[src/rtl/memory_access_pkg.sv]
// ---------------------------------------------------------------------------
// memory_access_pkg
//   Shared constants and types for the load/store front-end that sits in
//   front of memory_unit.
//
//   BYTE_WIDTH           : width of one addressable memory byte.
//   DEFAULT_MEMORY_BYTES : default number of implemented bytes.
//   state_t              : FSM state type, with the four state constants.
// ---------------------------------------------------------------------------
package memory_access_pkg;

  localparam int BYTE_WIDTH           = 8;
  localparam int DEFAULT_MEMORY_BYTES = 8;

  // Plain vector constants rather than an enum, so the encoding stays
  // visible on legacy waveform viewers and netlists.
  typedef logic [1:0] state_t;

  localparam state_t IDLE        = 2'd0;  // ready for a new request
  localparam state_t ACCESS_LOW  = 2'd1;  // first (or only) memory cycle
  localparam state_t ACCESS_HIGH = 2'd2;  // second byte of a misaligned word
  localparam state_t RESPOND     = 2'd3;  // holding the response for the core

endpackage

[src/rtl/byte_lane_extend.sv]
// ---------------------------------------------------------------------------
// byte_lane_extend
//   Picks one byte lane out of a 16-bit memory word and widens it back to
//   16 bits, either sign- or zero-extended.
//
//   word        in  : 16-bit word returned by memory_unit.
//   lane        in  : which byte to take (address bit 0, little-endian).
//   sign_extend in  : 1 = replicate the byte's MSB, 0 = fill with zeros.
//   extended    out : selected byte in [7:0], extension in [15:8].
// ---------------------------------------------------------------------------
module byte_lane_extend
  import memory_access_pkg::*;
(
  input  logic [2*BYTE_WIDTH-1:0] word,
  input  logic                    lane,
  input  logic                    sign_extend,
  output logic [2*BYTE_WIDTH-1:0] extended
);

  logic [BYTE_WIDTH-1:0] selected;

  // Little-endian: the odd address holds the upper half of the word.
  assign selected = lane ? word[2*BYTE_WIDTH-1:BYTE_WIDTH] : word[BYTE_WIDTH-1:0];

  assign extended = {{BYTE_WIDTH{sign_extend & selected[BYTE_WIDTH-1]}}, selected};

endmodule

[src/rtl/memory_access_unit.sv]
// ---------------------------------------------------------------------------
// memory_access_unit
//   Load/store front-end directly upstream of memory_unit. Takes one byte or
//   word request at a time from the core, range-checks it, drives the
//   memory_unit cycles needed to carry it out, and returns one response.
//
//   Misaligned word accesses are split into two byte accesses (low byte at
//   the request address, high byte at address+1). Byte loads are sign- or
//   zero-extended. Out-of-range requests never touch memory and answer with
//   response_error=1 after a single cycle.
//
//   Ports
//     clock, reset_n           : clock, synchronous active-low reset
//     request_valid/ready      : request handshake from the core
//     request_write            : 1 = store, 0 = load
//     request_word             : 1 = 16-bit, 0 = 8-bit
//     request_signed           : byte loads only, 1 = sign-extend
//     request_address/data     : byte address, store data (bytes use [7:0])
//     response_valid/ready     : response handshake back to the core
//     response_data            : load result, 0 for stores and errors
//     response_error           : request was out of range
//     memory_write             : to memory_unit write (never high in reset)
//     memory_select_byte       : to memory_unit select_byte
//     memory_address           : to memory_unit address
//     memory_input_data        : to memory_unit input_data
//     memory_output_data       : from memory_unit output_data (comb. read)
// ---------------------------------------------------------------------------
module memory_access_unit
  import memory_access_pkg::*;
#(
  parameter int ADDRESS_WIDTH = 16,
  parameter int DATA_WIDTH    = 16,
  parameter int MEMORY_BYTES  = DEFAULT_MEMORY_BYTES
) (
  input  logic                     clock,
  input  logic                     reset_n,

  input  logic                     request_valid,
  output logic                     request_ready,
  input  logic                     request_write,
  input  logic                     request_word,
  input  logic                     request_signed,
  input  logic [ADDRESS_WIDTH-1:0] request_address,
  input  logic [DATA_WIDTH-1:0]    request_data,

  output logic                     response_valid,
  input  logic                     response_ready,
  output logic [DATA_WIDTH-1:0]    response_data,
  output logic                     response_error,

  output logic                     memory_write,
  output logic                     memory_select_byte,
  output logic [ADDRESS_WIDTH-1:0] memory_address,
  output logic [DATA_WIDTH-1:0]    memory_input_data,
  input  logic [DATA_WIDTH-1:0]    memory_output_data
);

  localparam int PAD_WIDTH = DATA_WIDTH - BYTE_WIDTH;

  state_t state;

  // Request fields latched at the accept edge.
  logic                     req_write;
  logic                     req_word;
  logic                     req_signed;
  logic                     req_error;
  logic [ADDRESS_WIDTH-1:0] req_address;
  logic [DATA_WIDTH-1:0]    req_data;

  // Load result being assembled; cleared on accept so stores and errors
  // respond with zero without extra muxing.
  logic [DATA_WIDTH-1:0]    result;

  logic [ADDRESS_WIDTH:0]   last_address;
  logic                     out_of_range;
  logic                     misaligned_word;
  logic                     memory_write_raw;
  logic [DATA_WIDTH-1:0]    lane_extended;

  // -------------------------------------------------------------------------
  // Range check on the incoming request
  // -------------------------------------------------------------------------
  // One extra bit keeps the carry of address+word, so 0xFFFF+1 is caught as
  // an overflow instead of wrapping to address 0.
  assign last_address = {1'b0, request_address} + (ADDRESS_WIDTH + 1)'(request_word);

  assign out_of_range = last_address[ADDRESS_WIDTH]
                     || (last_address >= (ADDRESS_WIDTH + 1)'(MEMORY_BYTES));

  assign misaligned_word = req_word & req_address[0];

  // -------------------------------------------------------------------------
  // Drive memory_unit
  // -------------------------------------------------------------------------
  always_comb begin
    // NOTE: every output of this block gets a default first; a path that
    // skips an assignment would otherwise infer a latch.
    memory_write_raw   = 1'b0;
    memory_select_byte = 1'b0;
    memory_address     = '0;
    memory_input_data  = '0;

    case (state)
      ACCESS_LOW: begin
        memory_write_raw = req_write;
        memory_address   = req_address;
        if (req_word && !req_address[0]) begin
          // Aligned word: one full-width cycle.
          memory_select_byte = 1'b0;
          memory_input_data  = req_data;
        end else begin
          // Byte access, or the low half of a misaligned word.
          memory_select_byte = 1'b1;
          memory_input_data  = {{PAD_WIDTH{1'b0}}, req_data[BYTE_WIDTH-1:0]};
        end
      end

      ACCESS_HIGH: begin
        memory_write_raw   = req_write;
        memory_select_byte = 1'b1;
        memory_address     = req_address + ADDRESS_WIDTH'(1);
        memory_input_data  = {{PAD_WIDTH{1'b0}}, req_data[DATA_WIDTH-1:BYTE_WIDTH]};
      end

      default: ;
    endcase
  end

  // Gated combinationally so a store in flight cannot land while reset_n is
  // low, even during the cycle in which the reset is being sampled.
  assign memory_write = memory_write_raw & reset_n;

  // Byte lane for whichever address is currently on the memory bus: the
  // request address in ACCESS_LOW, address+1 in ACCESS_HIGH.
  byte_lane_extend u_byte_lane_extend (
    .word        (memory_output_data),
    .lane        (memory_address[0]),
    .sign_extend (req_signed),
    .extended    (lane_extended)
  );

  // -------------------------------------------------------------------------
  // FSM and datapath registers
  // -------------------------------------------------------------------------
  // NOTE: sequential state uses non-blocking assignments only, so every
  // register samples the pre-edge value of every other register.
  always_ff @(posedge clock) begin
    if (!reset_n) begin
      state       <= IDLE;
      req_write   <= 1'b0;
      req_word    <= 1'b0;
      req_signed  <= 1'b0;
      req_error   <= 1'b0;
      req_address <= '0;
      req_data    <= '0;
      result      <= '0;
    end else begin
      case (state)
        IDLE: begin
          if (request_valid) begin
            req_write   <= request_write;
            req_word    <= request_word;
            req_signed  <= request_signed;
            req_error   <= out_of_range;
            req_address <= request_address;
            req_data    <= request_data;
            result      <= '0;
            state       <= out_of_range ? RESPOND : ACCESS_LOW;
          end
        end

        ACCESS_LOW: begin
          if (!req_write) begin
            if (req_word && !req_address[0]) begin
              result <= memory_output_data;
            end else if (req_word) begin
              result[BYTE_WIDTH-1:0] <= lane_extended[BYTE_WIDTH-1:0];
            end else begin
              result <= lane_extended;
            end
          end
          state <= misaligned_word ? ACCESS_HIGH : RESPOND;
        end

        ACCESS_HIGH: begin
          if (!req_write) begin
            result[DATA_WIDTH-1:BYTE_WIDTH] <= lane_extended[BYTE_WIDTH-1:0];
          end
          state <= RESPOND;
        end

        RESPOND: begin
          if (response_ready) begin
            state <= IDLE;
          end
        end

        default: state <= IDLE;
      endcase
    end
  end

  // -------------------------------------------------------------------------
  // Handshake outputs
  // -------------------------------------------------------------------------
  assign request_ready  = (state == IDLE);
  assign response_valid = (state == RESPOND);
  assign response_error = (state == RESPOND) & req_error;
  assign response_data  = (state == RESPOND) ? result : '0;

endmodule
[config.mk]
export PLATFORM = sky130hd
export DESIGN_NAME = memory_access_unit
export DESIGN_NICKNAME = d
export VERILOG_FILES = /design/src/rtl/memory_access_pkg.sv /design/src/rtl/byte_lane_extend.sv /design/src/rtl/memory_access_unit.sv
export SDC_FILE = /design/constraint.sdc
export NUM_CORES = 1
export LEC_CHECK = 0
export BUFFER_PORTS_ARGS = -buffer_cell sky130_fd_sc_hd__buf_2
export CAP_MARGIN = 40
export CELL_PAD_IN_SITES_DETAIL_PLACEMENT = 1
export CELL_PAD_IN_SITES_GLOBAL_PLACEMENT = 1
export CORE_UTILIZATION = 33
export CTS_CLUSTER_SIZE = 30
export DETAILED_ROUTE_END_ITERATION = 7
export GPL_TIMING_DRIVEN = 1
export PLACE_DENSITY = 0.82
export SLEW_MARGIN = 15
export SYNTH_ARGS = -nofsm -noshare
export SYNTH_HDL_FRONTEND = slang
export SYNTH_SLANG_ARGS = --single-unit
[constraint.sdc]
create_clock -name clock -period 2.1 [get_ports clock]
set_input_delay 0.21 -clock clock [delete_from_list [all_inputs] [get_ports clock]]
set_output_delay 0.21 -clock clock [all_outputs]
set_load 0.01 [all_outputs]
==> impl_metrics.xml <==
<?xml version="1.0" encoding="UTF-8"?>
<metrics>
  <group name="cts">
    <metric name="ctsHtreeMaxLevel" unit="">2</metric>
    <metric name="cts_hold_repair.buffers" unit="">0</metric>
    <metric name="insertion_delay" unit="ns">0.31</metric>
    <metric name="clock_sink_count" unit="">54</metric>
    <metric name="tritoncts" unit="">yes</metric>
    <metric name="clk_root_buffer_cell" unit="">clkbuf_8</metric>
    <metric name="tritoncts.num_buffers" unit="">5</metric>
    <metric name="clock_tree.buffer_depth" unit="">2</metric>
    <metric name="worst_setup_hold_path_clk_slew" unit="ns">0.10</metric>
  </group>
  <group name="hold_path">
    <metric name="hp-class" unit="">in -&gt; reg</metric>
  </group>
  <group name="route">
    <metric name="vias" unit="">3883</metric>
    <metric name="detail_route.first_pass.iterations" unit="">4</metric>
    <metric name="routed_wire_length_per_instance" unit="um">17.1</metric>
    <metric name="drtIter0Drc" unit="">144</metric>
    <metric name="remaining_drc_errors" unit="">0</metric>
    <metric name="final_antenna_net_count" unit="">0</metric>
    <metric name="avgViaCountPerCell" unit="">5.42</metric>
    <metric name="postRouteWirelength" unit="mm">12.3</metric>
  </group>
  <group name="layout">
    <metric name="layout-drive-gt1-share" unit="%">32.6</metric>
    <metric name="final.fill_count" unit="">1328</metric>
    <metric name="area_growth" unit="%">30.2</metric>
    <metric name="nNetsFinal" unit="">641</metric>
    <metric name="n_antenna_cell" unit="">0</metric>
    <metric name="final_core_util" unit="%">44.6</metric>
    <metric name="finish.instance_area" unit="sq mm">0.00464</metric>
    <metric name="stdcell_count" unit="">716</metric>
    <metric name="multi_input_area" unit="sq mm">0.00240</metric>
    <metric name="seq_area" unit="sq mm">0.00111</metric>
  </group>
  <group name="power_and_ir_drop">
    <metric name="netSwitchingFraction" unit="%">42.8</metric>
    <metric name="power_frac_seq" unit="%">30.8</metric>
    <metric name="cellInternalPower" unit="mW">2.62</metric>
    <metric name="power.clock.fraction" unit="%">15.7</metric>
    <metric name="power.net_switching" unit="mW">1.96</metric>
    <metric name="power.leakage" unit="nW">1.98</metric>
    <metric name="post-layout-total-power" unit="mW">4.58</metric>
    <metric name="power.share.combinational" unit="%">53.5</metric>
    <metric name="irDropWorstVdd" unit="uV">424</metric>
    <metric name="power.density" unit="mW/mm^2">985</metric>
  </group>
  <group name="critical_path">
    <metric name="cp_slowest_stage_delay" unit="ns">0.39</metric>
    <metric name="critical_path.startpoint_type" unit="">flop</metric>
    <metric name="timing.critical_path.fanout_max" unit="">5</metric>
    <metric name="critPathRequiredTime" unit="ns">1.89</metric>
    <metric name="timing.critical_path.slowest_stage_cell" unit="">dfxtp_4</metric>
    <metric name="timing.setup.critical_path_class" unit="">reg -&gt; out</metric>
    <metric name="crit_path_end_kind" unit="">output port</metric>
    <metric name="r2r_setup_slack" unit="ns">0.13</metric>
    <metric name="critical_path.cell_chain" unit="">ha_4 &gt; nand3_2 &gt; nor4_4 &gt; buf_4 &gt; nand3_1 &gt; xor2_1 &gt; o21ai_1 &gt; buf_2</metric>
    <metric name="worst-endpoint-arrival" unit="ns">1.95</metric>
  </group>
  <group name="global_routing">
    <metric name="grt_antenna_before_repair" unit="">0</metric>
    <metric name="grt_remaining_overflow" unit="">0</metric>
    <metric name="grt_first_pass_wirelength" unit="mm">19.5</metric>
    <metric name="pin_count_of_the_biggest_net_entering_global_routing" unit="">38</metric>
    <metric name="via_count_of_the_first_global_routing_pass" unit="">3932</metric>
    <metric name="global_route.usage.total" unit="%">21.4</metric>
  </group>
  <group name="timing">
    <metric name="layout_min_cycle_time" unit="ns">2.16</metric>
    <metric name="fin_worst_skew" unit="ns">0.0149</metric>
    <metric name="max_freq" unit="MHz">462</metric>
    <metric name="setup_ws" unit="ns">-0.0632</metric>
    <metric name="drv_slew" unit="">0</metric>
    <metric name="final_min_period_over_clock_period" unit="%">103</metric>
    <metric name="max_slew.worst_pin.slew" unit="ns">0.431</metric>
    <metric name="timing.final.hold_violations" unit="">0</metric>
    <metric name="final.setup.tns" unit="ns">-0.126</metric>
    <metric name="max-slew-margin-rel" unit="%">71.2</metric>
    <metric name="final.hold.worst_slack" unit="ns">0.136</metric>
    <metric name="grt_setup_unrepaired" unit="">yes</metric>
    <metric name="setup_viol_count_final" unit="">3</metric>
  </group>
  <group name="status">
    <metric name="failing_checks" unit="">negative setup slack</metric>
    <metric name="outcome" unit="">complete, but fails checks</metric>
  </group>
  <group name="placed_design">
    <metric name="post_dp_cell_area" unit="sq mm">0.00433</metric>
    <metric name="routabilityCongestion" unit="">0.886</metric>
    <metric name="io_buffers" unit="">107</metric>
    <metric name="numPlacedInstances" unit="">701</metric>
    <metric name="detailedPlace.worstSlack" unit="ns">-0.106</metric>
    <metric name="dp_hpwl" unit="mm">8.85</metric>
  </group>
  <group name="floorplan">
    <metric name="placementRows" unit="">37</metric>
    <metric name="dieWidth" unit="um">106</metric>
    <metric name="floorplan.die_area" unit="sq mm">0.0112</metric>
    <metric name="fp.coreArea" unit="sq mm">0.0104</metric>
    <metric name="effective_utilization_at_floorplan" unit="%">34.2</metric>
    <metric name="ios" unit="">108</metric>
    <metric name="chipHeight" unit="um">106</metric>
  </group>
  <group name="yosys">
    <metric name="yosys_register_bits" unit="">54</metric>
    <metric name="seq_area_frac_synth" unit="%">30.3</metric>
    <metric name="synth.most_common_cell" unit="">nand2_1</metric>
    <metric name="synth_area" unit="sq mm">0.00357</metric>
    <metric name="syn-num-nets" unit="">531</metric>
    <metric name="mapped_avg_cell_area" unit="sq um">7.60</metric>
    <metric name="synth.cells.most_frequent" unit="">nand2_1, dfxtp_1, a21boi_0</metric>
    <metric name="portion_of_synthesized_cell_area_occupied_by_the_leading_cell_type" unit="%">30.3</metric>
    <metric name="count_of_unique_library_cells_instantiated_by_yosys" unit="">53</metric>
    <metric name="yosysWarnings" unit="">0</metric>
    <metric name="netlist.top_cell.by_area" unit="">dfxtp_1</metric>
    <metric name="cell_count_after_synthesis" unit="">469</metric>
    <metric name="synth-main-ff-cell" unit="">dfxtp_1</metric>
    <metric name="netlist_top_cells_area" unit="">dfxtp_1, nand2_1, a21boi_0</metric>
    <metric name="synth-async-reset-ratio" unit="%">0</metric>
    <metric name="synth_edf_count" unit="">0</metric>
  </group>
  <group name="flow_run">
    <metric name="drv.max_cap_violation_count" unit="">0</metric>
  </group>
</metrics>
## worst max-delay path: cells and delay by family (launching register included)
family	cells	cell delay [ns]
AOI/OAI and AO/OA	1	0.11
buffers and inverters	2	0.30
adders and majority gates	1	0.15
and+or+nand+nor	3	0.54
xor gates and xnor gates	1	0.16
DFF	1	0.39
## metal layers
metal | global-route usage (%) | up-vias | wire (um)
met5 | 0 | - | 0
met4 | 1.98 | 0 | 77
met3 | 3.68 | 7 | 655
met2 | 39.1 | 131 | 6150
met1 | 27.0 | 1867 | 5380
li1 | - | 1878 | -
## logic make-up after synthesis
kind of cell,after synthesis,share of synthesized area (%)
xor+xnor,6,1.47
flops,54,30.3
mux,18,5.93
simple gates,200,28.3
compound gates,140,26.5
fa+ha+maj,7,2.46
buf+inv,44,5.05
## registers in the layout, summed over array words and instances (netlist names)
signal       flops
req_signed       1
result          16
req_write        1
req_word         1
req_error        1
req_data        16
req_address     16
state            2
## timing repair
action	in CTS	in global routing
buffers inserted	0	5
setup endpoints to repair	27	39
resized for setup	26	27
endpoints found under the hold margin	0	0
gates cloned	0	1
pin swaps	3	5
## layout by cell type, fill, tap and decap left out, types with 3 or more instances in the layout
| cell type | synthesis | routed |
|---|---|---|
| buf_2 | 3 | 107 |
| nand2_1 | 96 | 95 |
| dfxtp_1 | 54 | 43 |
| a21boi_0 | 37 | 37 |
| and2_1 | 27 | 25 |
| o21ai_0 | 33 | 22 |
| buf_4 | 1 | 22 |
| a21oi_1 | 21 | 20 |
| mux2_2 | 15 | 15 |
| nor2b_1 | 14 | 14 |
| and3_1 | 13 | 13 |
| o21ai_1 | 1 | 11 |
| inv_1 | 12 | 10 |
| nand4_1 | 9 | 9 |
| a22o_1 | 9 | 9 |
| a22oi_1 | 9 | 9 |
| o211ai_1 | 9 | 9 |
| nor2_1 | 9 | 8 |
| nand3_1 | 8 | 7 |
| dfxtp_4 | 0 | 7 |
| a31oi_1 | 5 | 5 |
| nor4_1 | 5 | 5 |
| clkbuf_8 | 0 | 5 |
| xor2_1 | 4 | 4 |
| ha_4 | 0 | 4 |
| dfxtp_2 | 0 | 4 |
| nor3b_1 | 3 | 3 |
| nand3b_1 | 3 | 3 |
| nor3_1 | 4 | 3 |
| ha_1 | 7 | 3 |
| buf_12 | 0 | 3 |
## cell type report
cell class              count  area share (%)
multi-input cells         371            51.8
flip-flops and latches     54            23.9
repair buffers            135            17.3
well taps                 136            3.66
clock buffers               6            1.56
inverters                  12           0.970
clock inverters             2           0.808
## power groups by stage
stage	Sequential [mW]	Combinational, mW	Clock [mW]
floorplan	1.34	1.42	0
global placement	1.38	2.08	0
detailed placement	1.40	2.16	0
CTS	1.39	2.21	0.739
global route	1.43	2.68	0.783
finish	1.41	2.45	0.716
## worst paths after layout
path / from / endpoint / cells after the start
max: req_address[1]$_SDFFE_PN0P_ / memory_address[12] / 8
min: request_data[11] / req_data[11]$_SDFFE_PN0P_ / 3
max reg2reg: req_address[0]$_SDFFE_PN0P_ / result[14]$_SDFFE_PN0P_ / 7
min reg2reg: result[15]$_SDFFE_PN0P_ / result[15]$_SDFFE_PN0P_ / 2
No activity file was read; power rests on OpenSTA's default activity.
